`src/rtl/cpu_pkg.sv`:
```
// Shared widths and loader FSM state encoding for the CPU program-load path.
package cpu_pkg;

  localparam int unsigned ADDR_W = 8;
  localparam int unsigned DATA_W = 16;

  typedef logic [1:0] state_t;

  localparam state_t ST_LOAD  = 2'd0;
  localparam state_t ST_RUN   = 2'd1;
  localparam state_t ST_ERROR = 2'd2;
  localparam state_t ST_CHECK = 2'd3;

endpackage

```
`src/rtl/prog_chk_acc.sv`:
```
// Running modulo-2**DATA_W sum of the program words written to RAM.
module prog_chk_acc #(
  parameter int unsigned DATA_W = 16
) (
  input  logic              clk,
  input  logic              rst,
  input  logic              add_en,
  input  logic [DATA_W-1:0] add_data,
  output logic [DATA_W-1:0] sum
);

  logic [DATA_W-1:0] sum_q;

  always_ff @(posedge clk) begin
    if (rst) begin
      sum_q <= '0;
    end else if (add_en) begin
      sum_q <= sum_q + add_data;
    end
  end

  assign sum = sum_q;

endmodule

```
`src/rtl/prog_loader.sv`:
```
// Streams a program into RAM and holds the CPU in reset until the load completes.
// Optional trailing-checksum verification is enabled by defining PROG_LOADER_CHECKSUM_EN.
module prog_loader
  import cpu_pkg::*;
#(
  parameter int unsigned ADDR_W = cpu_pkg::ADDR_W,
  parameter int unsigned DATA_W = cpu_pkg::DATA_W
) (
  input  logic              clk,
  input  logic              rst,
  input  logic              in_valid,
  output logic              in_ready,
  input  logic [DATA_W-1:0] in_data,
  input  logic              in_last,
  output logic              mem_we,
  output logic [ADDR_W-1:0] mem_addr,
  output logic [DATA_W-1:0] mem_d,
  output logic              cpu_rst,
  output logic              done,
  output logic              err,
  output logic [ADDR_W:0]   word_cnt
);

  state_t            state_q, state_d;
  logic [ADDR_W:0]   word_cnt_q, word_cnt_d;
  logic [ADDR_W:0]   cnt_eff;
  logic              mem_we_q, mem_we_d;
  logic [ADDR_W-1:0] mem_addr_q, mem_addr_d;
  logic [DATA_W-1:0] mem_d_q, mem_d_d;
  logic              hs;
  logic              full;

  // Count including the write still in flight, so back-to-back words get consecutive addresses.
  assign cnt_eff = word_cnt_q + (ADDR_W + 1)'(mem_we_q);
  assign full    = cnt_eff[ADDR_W];
  assign hs      = in_valid && in_ready;

`ifdef PROG_LOADER_CHECKSUM_EN
  logic [DATA_W-1:0] chk_q;
  logic [DATA_W-1:0] sum;

  prog_chk_acc #(
    .DATA_W (DATA_W)
  ) u_chk_acc (
    .clk      (clk),
    .rst      (rst),
    .add_en   (hs && !in_last && !full),
    .add_data (in_data),
    .sum      (sum)
  );

  always_ff @(posedge clk) begin
    if (rst) begin
      chk_q <= '0;
    end else if (hs && in_last) begin
      chk_q <= in_data;
    end
  end
`endif

  always_comb begin
    state_d    = state_q;
    word_cnt_d = cnt_eff;
    mem_we_d   = 1'b0;
    mem_addr_d = mem_addr_q;
    mem_d_d    = mem_d_q;
    case (state_q)
      ST_LOAD: begin
        if (hs) begin
`ifdef PROG_LOADER_CHECKSUM_EN
          if (in_last) begin
            state_d = ST_CHECK;
          end else if (full) begin
            state_d = ST_ERROR;
          end else begin
            mem_we_d   = 1'b1;
            mem_addr_d = cnt_eff[ADDR_W-1:0];
            mem_d_d    = in_data;
          end
`else
          if (full) begin
            state_d = ST_ERROR;
          end else begin
            mem_we_d   = 1'b1;
            mem_addr_d = cnt_eff[ADDR_W-1:0];
            mem_d_d    = in_data;
            if (in_last) begin
              state_d = ST_RUN;
            end
          end
`endif
        end
      end
`ifdef PROG_LOADER_CHECKSUM_EN
      ST_CHECK: state_d = (sum == chk_q) ? ST_RUN : ST_ERROR;
`endif
      default: state_d = state_q;
    endcase
  end

  always_ff @(posedge clk) begin
    if (rst) begin
      state_q    <= ST_LOAD;
      word_cnt_q <= '0;
      mem_we_q   <= 1'b0;
      mem_addr_q <= '0;
      mem_d_q    <= '0;
    end else begin
      state_q    <= state_d;
      word_cnt_q <= word_cnt_d;
      mem_we_q   <= mem_we_d;
      mem_addr_q <= mem_addr_d;
      mem_d_q    <= mem_d_d;
    end
  end

  assign in_ready = (state_q == ST_LOAD);
  assign mem_we   = mem_we_q;
  assign mem_addr = mem_addr_q;
  assign mem_d    = mem_d_q;
  assign word_cnt = word_cnt_q;
  // Release the CPU only once the final RAM write has landed.
  assign done     = (state_q == ST_RUN) && !mem_we_q;
  assign cpu_rst  = !done;
  assign err      = (state_q == ST_ERROR);

endmodule

```
`config.mk`:
```
export PLATFORM = sky130hd
export DESIGN_NAME = prog_loader
export DESIGN_NICKNAME = d
export VERILOG_FILES = /design/src/rtl/cpu_pkg.sv /design/src/rtl/prog_chk_acc.sv /design/src/rtl/prog_loader.sv
export SDC_FILE = /design/constraint.sdc
export NUM_CORES = 1
export LEC_CHECK = 0
export CAP_MARGIN = 15
export CELL_PAD_IN_SITES_DETAIL_PLACEMENT = 1
export CELL_PAD_IN_SITES_GLOBAL_PLACEMENT = 1
export CORE_MARGIN = 2
export CORE_UTILIZATION = 30
export CTS_BUF_LIST = sky130_fd_sc_hd__clkbuf_8
export CTS_CLUSTER_DIAMETER = 120
export DETAILED_ROUTE_END_ITERATION = 8
export GPL_TIMING_DRIVEN = 0
export PLACE_DENSITY_LB_ADDON = 0.1
export REMOVE_ABC_BUFFERS = 1
export SKIP_LAST_GASP = 1
export SYNTH_ARGS = -nofsm -noshare
export SYNTH_HDL_FRONTEND = slang
export SYNTH_SLANG_ARGS = --single-unit
export TNS_END_PERCENT = 100
```
`constraint.sdc`:
```
create_clock -name clk -period 2.6 [get_ports clk]
set_input_delay 0.78 -clock clk [delete_from_list [all_inputs] [get_ports clk]]
set_output_delay 0.78 -clock clk [all_outputs]
set_load 0.005 [all_outputs]
```
# After elaboration in Yosys (flattened, before gate mapping)
# Cells that the tools add are included.
[totals]
elab_cells = 23
out_inout_bits = 38
regBits = 36
inputBits = 20
[op_classes]
eq_ne = 2
mux = 3
bitwise = 3
reduce_logical = 9
addsub = 1
[op_table]
columns = ["operator", "count"]
rows = [
  ["9-bit by 1-bit adder with 9-bit output", 1],
  ["3-bit AND reduction", 2],
  ["2-bit 2-to-1 mux", 2],
  ["1-bit inverter", 3],
  ["3-bit OR reduction", 1],
  ["2-bit by 1-bit == test with 1-bit output, second input constant", 1],
  ["2-bit == test, second input constant", 1],
  ["1-bit logical AND", 2],
  ["1-bit logical NOT", 2],
  ["2-bit logical NOT", 1],
  ["2-bit nonzero test", 1],
  ["1-bit 2-to-1 mux", 1],
]

# Depth between registers and ports, before layout
[logic_depth]
word_depth = 4
ltp_mapped = 8
depth_no_buf = 6

# Least setup slack after synthesis
# OpenSTA, ideal clock, no wires.
[synth_timing]
path_type = "flip-flop to flip-flop"
start = "register mem_we_q (netlist: mem_we)"
end = "register mem_d_q[4] (netlist: mem_d[4])"
required_time_ps = 2484
setup_ps = 116
arrival_ps = 1950
slack_ps = 534
period_less_slack_ps = 2066
path_stages_with_launch = 9
n_path_buf = 2
cell_sequence = "dfxtp_1 -> ha_1 -> ha_1 -> nand3_2 -> o31a_1 -> or3_1 -> buf_4 -> buf_6 -> a31o_1"
[synth_between]
elab_chain_cells = 3
[synth_rtl]
columns = ["item", "line", "rtl"]
rows = [
  ["from (decl)", "prog_loader.sv:27", "logic mem_we_q, mem_we_d;"],
  ["from (signal assigned)", "prog_loader.sv:111", "mem_we_q <= mem_we_d;"],
  ["9-bit by 1-bit adder with 9-bit output", "prog_loader.sv:34", "assign cnt_eff = word_cnt_q + (ADDR_W + 1)'(mem_we_q);"],
  ["1-bit inverter (no line)", "n/a", ""],
  ["3-bit AND reduction (no line)", "n/a", ""],
  ["to (signal assigned)", "prog_loader.sv:113", "mem_d_q <= mem_d_d;"],
  ["to (decl)", "prog_loader.sv:29", "logic [DATA_W-1:0] mem_d_q, mem_d_d;"],
]
# No other way between the ends.
# A chain may end at the register's enable or synchronous reset.

# Final worst setup path
[layout_timing]
start = "register state_q[0]"
end = "output done"
[layout_between]
elab_chain_cells = 2
[layout_rtl]
columns = ["item", "line", "rtl"]
rows = [
  ["from (decl)", "prog_loader.sv:24", "state_t state_q, state_d;"],
  ["from (signal assigned)", "prog_loader.sv:109", "state_q <= state_d;"],
  ["2-bit by 1-bit == test with 1-bit output", "prog_loader.sv:123", "assign done = (state_q == ST_RUN) && !mem_we_q;"],
  ["1-bit logical AND", "prog_loader.sv:123", ""],
  ["to (decl)", "prog_loader.sv:19", "output logic done,"],
]
# No other way between the ends.

==> reports/results.txt <==
Status: finished clean
Ys Warns: 0
Synth top area share: 0.482
Nets: 232
Rel. slew slack: 0.655
Clk sinks: 36
Hold Vio Cnt, Final: 0
Fill cell count: 550
WP data arrival: 1.73 ns
Cts bufs inserted: 5
Max stage delay on crit path: 0.51 ns
Mux cell area share after synthesis: 0.0376
Top cells by count, synth: dfxtp_1 (36), nand2_1 (19), nor4_1 (17), a31o_1 (16), clkbuf_1 (12)
Post-Syn Area per Cell: 9.59 um^2
CTS tree: yes
Met2 wire length: 2270 um
Post-CTS Repair Setup Buffers: 0
Multi-input logic area: 737 um^2
Number of synthesized register bits: 36
Die Wd: 74.6 um
Final period utilization: 0.964
WL final: 4550 um
Synth Instances: 156
Worst path slowest cell: clkdlybuf4s50_1
Initial Utilization: 0.315
H-tree levels: 2
Pins Over Slew Limit: 0
# IOs: 58
Top FF cell, synth: dfxtp_1
First-pass GRT wire length: 7100 um
CTS Buffer Depth: 2
Total power draw: 1.19 mW
WL met1: 1950 um
Initial antenna violation count: 0
Fin crit period: 2.51 ns
Die footprint: 5570 um^2
Crit path required time: 1.82 ns
Most area-consuming cells after synthesis: dfxtp_1 (48%), a31o_1 (9.4%), nor4_1 (7.1%)
GR Overflow Total: 0
Wirelength per Cell: 16.4 um
Top Layer Used: met4
Synth Cell Area: 1500 um^2
Async SR Flop Fraction: 0
CORE AREA: 4750 um^2
Area post-placement: 2100 um^2
Port Buffers: 57
Antenna cells: 0
Vias in the first global route: 1,371
Critical path start-end classification: flip-flop to output port
CP max FO: 5
Hpwl dp: 2810 um
Post-synthesis cell type count: 24
Finished Cell Area: 2240 um^2
Share of layout cells above drive strength 1: 0.0952
Worst Clk Skew: 0.00585 ns
Leakage: 0.832 nW
Synth Area in Compound Gates: 0.152
EDFF count, synth: 0
Drt first pass iters: 4
Maximum vdd drop: 0.275 mV
Reg area: 721 um^2
Pwr dens: 532 nW/um^2
Fmax: 399 MHz
Rows: 25
Routed via count: 1,408
Top cell by count, worst path: inv_1
Worst setup EP type: output port
Synth area leader: dfxtp_1
Final setup viols: 0
Worst-Margin Slew: 0.516 ns
Worst-path cell chain: inv_1, or3_1, inv_1, clkdlybuf4s50_1
CP Launch Type: flip-flop
Combinational family with the most area after synthesis: simple AND/OR/NAND/NOR gates
R2R Setup Slk: 0.18 ns
Dominant cell by count in the synthesized netlist: dfxtp_1
Met3 WL: 264 um
Simple-gate share of the synthesized area: 0.219
Via density: 5.08
Routed Antenna Nets: 0
GRT Overall Usage: 0.169
CTS root buf: clkbuf_8
Residual DRC count: 0
Seq/Total Area, Yosys: 0.482
XOR/XNOR Fraction of Synth Area: 0.0351
CTS clock-pin slew for the worst setup and hold paths: 0.07 ns
Final RePlAce weighted congestion: 0.693
RSZ-0062 raised after global routing: false
First DRT Iteration DRCs: 83
Post-Place Cells: 267
Fin cells: 277
Worst Hold Class: flip-flop to flip-flop
Area delta synth->final: 49.7%
Synth Area in Adders: 0.0167
Worst skew pair latency: 0.29 ns
Max-cap violation count: 0
Largest net degree at the start of global routing: 27
Die Y: 74.6 um
flip-flops by register name, indices dropped and copies added, names as in the netlist:
register,flops
mem_addr,8
state_q,2
mem_we,1
mem_d,16
word_cnt,9
logic make-up after synthesis:
kind of cell | after synthesis
fa+ha+maj | 2
simple gates | 64
xor+xnor | 6
buf+inv | 18
flops | 36
mux | 5
compound gates | 25
metrics by stage:
stage	setup WS, ns	hold slack, ns	TNS (ns)	util
6_report	0.0940	0.473	0	0.471
5_1_grt	0.0167	0.492	0	0.471
4_1_cts	0.0250	0.479	0	0.468
3_5_place_dp	-0.951	0.462	-22.24	0.441
3_3_place_gp	-2.28	0.458	-57.19	0.437
2_1_floorplan	-0.983	0.470	-21.19	-
layer usage:
metal / global-route usage / vias up
li1: - / 672
met1: 0.207 / 685
met2: 0.286 / 44
met3: 0.0509 / 7
met4: 0.0516 / 0
met5: 0 / -
where the power goes:
group / switching, mW / leakage, nW / internal [mW]
Sequential: 0.0141 / 0.293 / 0.576
Combinational: 0.0743 / 0.488 / 0.0961
Clock: 0.195 / 0.0503 / 0.236
final timing paths:
| check | from | endpoint | cells after the start |
|---|---|---|---|
| max reg2reg | mem_we$_SDFF_PP0_ | mem_addr[1]$_SDFFE_PP0P_ | 6 |
| min | mem_d[12]$_SDFFE_PP0P_ | mem_d[12]$_SDFFE_PP0P_ | 1 |
| max | state_q[0]$_SDFFE_PP0P_ | done | 4 |
| min reg2reg | mem_d[12]$_SDFFE_PP0P_ | mem_d[12]$_SDFFE_PP0P_ | 1 |
cell type report:
cell class	count	share of cell area
clock buffers	7	0.0430
inverters	3	0.00670
multi-input cells	104	0.329
flip-flops and latches	36	0.322
well taps	67	0.0374
repair buffers	59	0.259
repair inverters	1	0.00335
critical path: cells and delay by family, from the launching register on:
family                 cells  cell delay (ns)
buffers and inverters      3             0.70
AND/OR/NAND/NOR            1             0.38
flip-flops                 1             0.36
timing repair:
action | in CTS | in global routing
resized for setup | 7 | 4
cloned | 2 | 1
pin swaps | 1 | 1
setup endpoints to repair | 27 | 24
hold buffers | 0 | 0
endpoints found under the hold margin | 0 | 0
placed cells by master, fill, tap and decap left out:
cell,count
xor2_1,2
o2bb2ai_1,1
buf_4,2
nor2_1,11
or3_4,2
clkbuf_2,1
clkinvlp_4,2
inv_1,2
xnor2_1,4
nand2_1,19
dfxtp_1,36
clkbuf_8,7
and3_1,3
nor4_4,1
nor2b_1,8
a31o_1,16
mux2_1,5
o22ai_1,1
o31ai_2,3
o311ai_0,3
or3_1,1
nand3b_1,2
o31a_4,1
ha_1,2
nand3_2,1
nand3_1,2
clkdlybuf4s50_1,56
nor4_1,16
Note: power is estimated with default switching activity, not from simulation.
